**src/rtl/logarithmic_afpm.sv**
```systemverilog
// Byte-serial approximate FP16 multiplier using Mitchell's logarithmic approximation.
// Operands arrive over an 8-cycle free-running frame; the product leaves low byte first.
module logarithmic_afpm (
   input  logic       clk,
   input  logic       rst,
   input  logic       ena,
   input  logic [7:0] ui_in,
   input  logic [7:0] uio_in,
   output logic [7:0] uo_out,
   output logic [7:0] uio_out,
   output logic [7:0] uio_oe
);

   localparam logic [2:0]   CNT_LOAD_LO = 3'd1;
   localparam logic [2:0]   CNT_LOAD_HI = 3'd3;
   localparam logic [2:0]   CNT_EMIT_LO = 3'd4;
   localparam logic [2:0]   CNT_EMIT_HI = 3'd6;
   localparam logic [15:0]  QNAN        = 16'h7E00;
   localparam logic signed [16:0] BIAS_FIELD = 17'sd15360;  // 15 << 10
   localparam logic signed [16:0] MIN_NORM   = 17'sd1024;   // exp field == 1
   localparam logic signed [16:0] INF_FIELD  = 17'sd31744;  // exp field == 31

   logic [2:0]  cnt_q, cnt_d;
   logic [15:0] a_q, a_d;
   logic [15:0] b_q, b_d;
   logic [15:0] p_q, p_d;
   logic [7:0]  uo_q, uo_d;

   logic               sign;
   logic [4:0]         ea, eb;
   logic               a_nan, b_nan, a_inf, b_inf;
   logic signed [16:0] r_sum;
   logic [15:0]        prod;

   // The enable pin carries no meaning for this tile.
   logic unused_ena;
   assign unused_ena = ena;

   assign uio_out = 8'h00;
   assign uio_oe  = 8'h00;
   assign uo_out  = uo_q;

   // Mitchell product: adding the packed exp:mant fields adds the logs, and a mantissa
   // carry rolls into the exponent exactly as the antilog approximation requires.
   always_comb begin
      sign  = a_q[15] ^ b_q[15];
      ea    = a_q[14:10];
      eb    = b_q[14:10];
      a_nan = (ea == 5'd31) && (a_q[9:0] != 10'd0);
      b_nan = (eb == 5'd31) && (b_q[9:0] != 10'd0);
      a_inf = (ea == 5'd31) && (a_q[9:0] == 10'd0);
      b_inf = (eb == 5'd31) && (b_q[9:0] == 10'd0);
      r_sum = $signed({2'b00, a_q[14:0]}) + $signed({2'b00, b_q[14:0]}) - BIAS_FIELD;

      if (a_nan || b_nan || (a_inf && eb == 5'd0) || (b_inf && ea == 5'd0)) begin
         prod = QNAN;
      end else if (ea == 5'd31 || eb == 5'd31) begin
         prod = {sign, 15'h7C00};
      end else if (ea == 5'd0 || eb == 5'd0) begin
         prod = {sign, 15'h0000};
      end else if (r_sum < MIN_NORM) begin
         prod = {sign, 15'h0000};
      end else if (r_sum >= INF_FIELD) begin
         prod = {sign, 15'h7C00};
      end else begin
         prod = {sign, r_sum[14:0]};
      end
   end

   // NOTE: every next-state signal gets its hold value first so no path leaves it
   // unassigned; a missing default here would infer a latch.
   always_comb begin
      cnt_d = cnt_q + 3'd1;
      a_d   = a_q;
      b_d   = b_q;
      p_d   = p_q;
      uo_d  = uo_q;
      case (cnt_q)
         CNT_LOAD_LO: begin
            a_d[7:0] = ui_in;
            b_d[7:0] = uio_in;
         end
         CNT_LOAD_HI: begin
            a_d[15:8] = ui_in;
            b_d[15:8] = uio_in;
         end
         CNT_EMIT_LO: begin
            p_d  = prod;
            uo_d = prod[7:0];
         end
         CNT_EMIT_HI: uo_d = p_q[15:8];
         default: ;
      endcase
   end

   // NOTE: state registers use non-blocking assignments so every flop samples the
   // pre-edge values regardless of statement order.
   always_ff @(posedge clk) begin
      if (rst) begin
         cnt_q <= 3'd0;
         a_q   <= 16'h0000;
         b_q   <= 16'h0000;
         p_q   <= 16'h0000;
         uo_q  <= 8'h00;
      end else begin
         cnt_q <= cnt_d;
         a_q   <= a_d;
         b_q   <= b_d;
         p_q   <= p_d;
         uo_q  <= uo_d;
      end
   end

endmodule

```
**config.mk**
```make
export PLATFORM = sky130hd
export DESIGN_NAME = logarithmic_afpm
export DESIGN_NICKNAME = d
export VERILOG_FILES = /design/src/rtl/logarithmic_afpm.sv
export SDC_FILE = /design/constraint.sdc
export NUM_CORES = 1
export LEC_CHECK = 0
export BUFFER_PORTS_ARGS = -buffer_cell sky130_fd_sc_hd__clkbuf_2
export CORE_MARGIN = 2
export CORE_UTILIZATION = 60
export CTS_CLUSTER_SIZE = 12
export DETAILED_ROUTE_END_ITERATION = 16
export PLACE_DENSITY = 0.82
export SLEW_MARGIN = 10
export SYNTH_ARGS = -nofsm -noshare
export SYNTH_HDL_FRONTEND = slang
export SYNTH_SLANG_ARGS = --single-unit
```
**constraint.sdc**
```tcl
create_clock -name clk -period 6.3 [get_ports clk]
set_input_delay 0 -clock clk [delete_from_list [all_inputs] [get_ports clk]]
set_output_delay 0 -clock clk [all_outputs]
set_load 0.005 [all_outputs]
```
==> results.cfg <==
[setup_path]
worstRegToRegCells = 12
internal_reg_to_reg_setup_slack_ns = 3.10
crit_fanout = 4
cp_data_arrival_time_ns = 3.41
startpoint_type = register
timing.setup.critical_path_class = reg -> reg
setup.worst_path.end = p_q[8]
startpoint = a_q[1]
crit-reg2reg-launch = a_q[1]
critPathRequiredTime_ns = 6.52
endpoint_kind = register
rr_endpoint = p_q[8]

[die]
num_rows = 27
initial_core_util = 0.615
core_region_area_um2 = 5470
die_w_um = 78.9
top_level_ports = 43
floorplan.die.height_um = 78.9
die_area_um2 = 6220

[synth]
post_synth_instance_area_um2 = 3360
synth_top_cell_area_share = 0.303
synth_sequential_area_ratio = 0.303
netlist-cell-type-count = 58
synth_area_leaders = sky130_fd_sc_hd__dfxtp_1, sky130_fd_sc_hd__ha_1, sky130_fd_sc_hd__nand2_1, sky130_fd_sc_hd__mux2i_1, sky130_fd_sc_hd__nor2_1
netlist_instances = 391
synth-main-ff-cell = sky130_fd_sc_hd__dfxtp_1
synth.yosys.warnings = 0
synth_enable_flop_cells = 0
yosysTopAreaCell = sky130_fd_sc_hd__dfxtp_1
postSynthRegisterBits = 51
share_of_synthesized_flip_flops_with_an_asynchronous_set_or_reset = 0
avg_cell_area_syn_um2 = 8.60

[placed_design]
pre_cts_slack_ns = 3.12
buffer_ports.inserted = 25
gp_congestion = 0.934
placedCellCount = 471
hpwl_after_dpl_um = 5580
postPlaceCellArea_um2 = 3450

[drt]
drcViolationCount = 0
drt_first_pass_iters = 4
route.detailed.vias_per_inst = 5.86
detail_route.wl_per_cell_um = 15.2
route.vias.total = 2901
routed_wirelength_um = 7530
detail-route-antenna-nets = 0
drt_iter0_drc = 159

[sta]
share_of_the_clock_period_used_by_the_worst_path_after_layout = 0.507
holdWs_ns = 0.454
fmax_mhz = 313
max_slew_margin_vs_limit = 0.281
grt_setup_unrepaired = false
worst_slew_pin_slew_ns = 1.08
final-hold-violation-count = 0
slew_viol_final = 0
setup_violations = 0
setup_total_negative_slack_ns = 0
final_period_minus_worst_setup_slack_ns = 3.20
fin_skew_ns = 0.00938
fin_ws_ns = 3.10

[worst_hold_path]
min_path_type = in -> reg

[clock_network]
cts_tree = yes
postCtsResizedCells = 0
maximum_buffer_depth_of_the_clock_tree = 2
tritoncts.num_buffers = 5
clk_pin_slew_ns = 0.10
worst_skew_pair.late_latency_ns = 0.32
number_of_post_cts_setup_repair_buffers = 0
cts_sinks = 51
cts_max_level = 2
root_buffer = sky130_fd_sc_hd__clkbuf_8

[run]
max-cap-violations = 0

[power_and_ir_drop]
static_leakage_nw = 1.54
powerDensity_nw_per_um2 = 183
design_power_total_mw = 0.678
worst_ir_drop_vdd_mv = 0.198

[cells_and_area]
final_cell_area_um2 = 3710
flow.area_growth_from_synthesis_pct = 10.2
final_common_cell = sky130_fd_sc_hd__dfxtp_1
highest_count_cells_in_the_layout_ignoring_fill_and_taps = sky130_fd_sc_hd__dfxtp_1, sky130_fd_sc_hd__nand2_1, sky130_fd_sc_hd__nor2_1
fill_cells = 450
fin_nets = 476
finalCoreUtilization = 0.678
antenna_cells = 0
post_route_cells_drive_above_1_share = 0.121
layout.cells.non_filler = 495

[grt]
grt_antenna_before_repair = 0
grt_pass1_wl_um = 12500
global_route.usage.total = 0.254
largest_net_degree_at_the_start_of_global_routing = 49
number_of_global_route_vias_before_repair = 2757
global_route.overflow_total = 0

[status]
status = completed
layout make-up:
type / instances / area [um^2] / area share
clock inverter: 3 / 27.5 / 0.00742
multi-input combinational: 304 / 2140 / 0.578
sequential: 51 / 1020 / 0.275
inverter: 19 / 71.3 / 0.0192
clock buffer: 5 / 68.8 / 0.0186
tap: 72 / 90.1 / 0.0243
timing repair buffer: 41 / 285 / 0.0769
synth_stat cells (6+ instances only):
master,instances
sky130_fd_sc_hd__nor3_1,6
sky130_fd_sc_hd__nand2_1,43
sky130_fd_sc_hd__nor4_1,6
sky130_fd_sc_hd__clkbuf_1,8
sky130_fd_sc_hd__xor2_1,6
sky130_fd_sc_hd__a21o_1,6
sky130_fd_sc_hd__mux2i_1,16
sky130_fd_sc_hd__a22oi_1,8
sky130_fd_sc_hd__inv_1,19
sky130_fd_sc_hd__nor2_1,38
sky130_fd_sc_hd__ha_1,34
sky130_fd_sc_hd__dfxtp_1,51
sky130_fd_sc_hd__o21ai_0,6
sky130_fd_sc_hd__a21oi_1,28
sky130_fd_sc_hd__buf_4,16
sky130_fd_sc_hd__o2bb2ai_1,9
power breakdown:
part | switching, mW | total, mW | internal [mW]
Clock | 0.120 | 0.202 | 0.0817
Sequential | 0.0124 | 0.348 | 0.336
Combinational | 0.0750 | 0.127 | 0.0524
Total | 0.208 | 0.678 | 0.470
cell families (layout without fill, tap and decap cells):
family / Yosys count / count (layout) / synth area share
DFF: 51 / 51 / 0.303
adders and majority gates: 35 / 35 / 0.132
other: 1 / 16 / 0.00111
AOI/OAI and AO/OA: 99 / 99 / 0.223
muxes: 16 / 16 / 0.0476
and+or+nand+nor: 127 / 127 / 0.187
buffers and inverters: 51 / 68 / 0.0759
xor gates and xnor gates: 11 / 11 / 0.0286
worst max-delay path: stages (launching register included):
cell and delay [ns]:
sky130_fd_sc_hd__dfxtp_1 0.35, sky130_fd_sc_hd__ha_1 0.29, sky130_fd_sc_hd__ha_1 0.20, sky130_fd_sc_hd__inv_1 0.07, sky130_fd_sc_hd__fa_1 0.39, sky130_fd_sc_hd__nand2b_1 0.17
sky130_fd_sc_hd__a21o_1 0.21, sky130_fd_sc_hd__a211oi_1 0.21, sky130_fd_sc_hd__a2bb2oi_1 0.41, sky130_fd_sc_hd__nand2b_2 0.14, sky130_fd_sc_hd__nor4b_4 0.31, sky130_fd_sc_hd__nor4_1 0.13
sky130_fd_sc_hd__a32o_1 0.22
registers in the layout, indices dropped and copies added (netlist names):
signal and count:
p_q 8, uo_out 8, a_q 16, b_q 16
cnt_q 3
timing repair:
item | 4_1_cts | 5_1_grt
endpoints found under the hold margin | 32 | 0
hold buffers | 16 | 0
endpoints found under the setup margin | 0 | 0
metal layers:
layer / up-vias / wire, um / global-route usage
met5: - / 0 / 0
met4: 0 / 120 / 0.0845
met3: 11 / 291 / 0.0432
met2: 74 / 3750 / 0.454
met1: 1378 / 3360 / 0.308
li1: 1438 / - / -
worst min path at each step:
stage	from	to	slack, ns	cells past startpoint
final	rst	cnt_q[0]	0.45	2
after global routing	ui_in[7]	a_q[7]	0.48	4
after CTS	rst	cnt_q[0]	0.44	2
after detailed placement	uio_in[1]	b_q[1]	0.24	3
after global placement	uio_in[7]	b_q[7]	0.24	3
after floorplan	uio_in[3]	b_q[3]	0.14	2
Power figures use the tool's default switching activity.
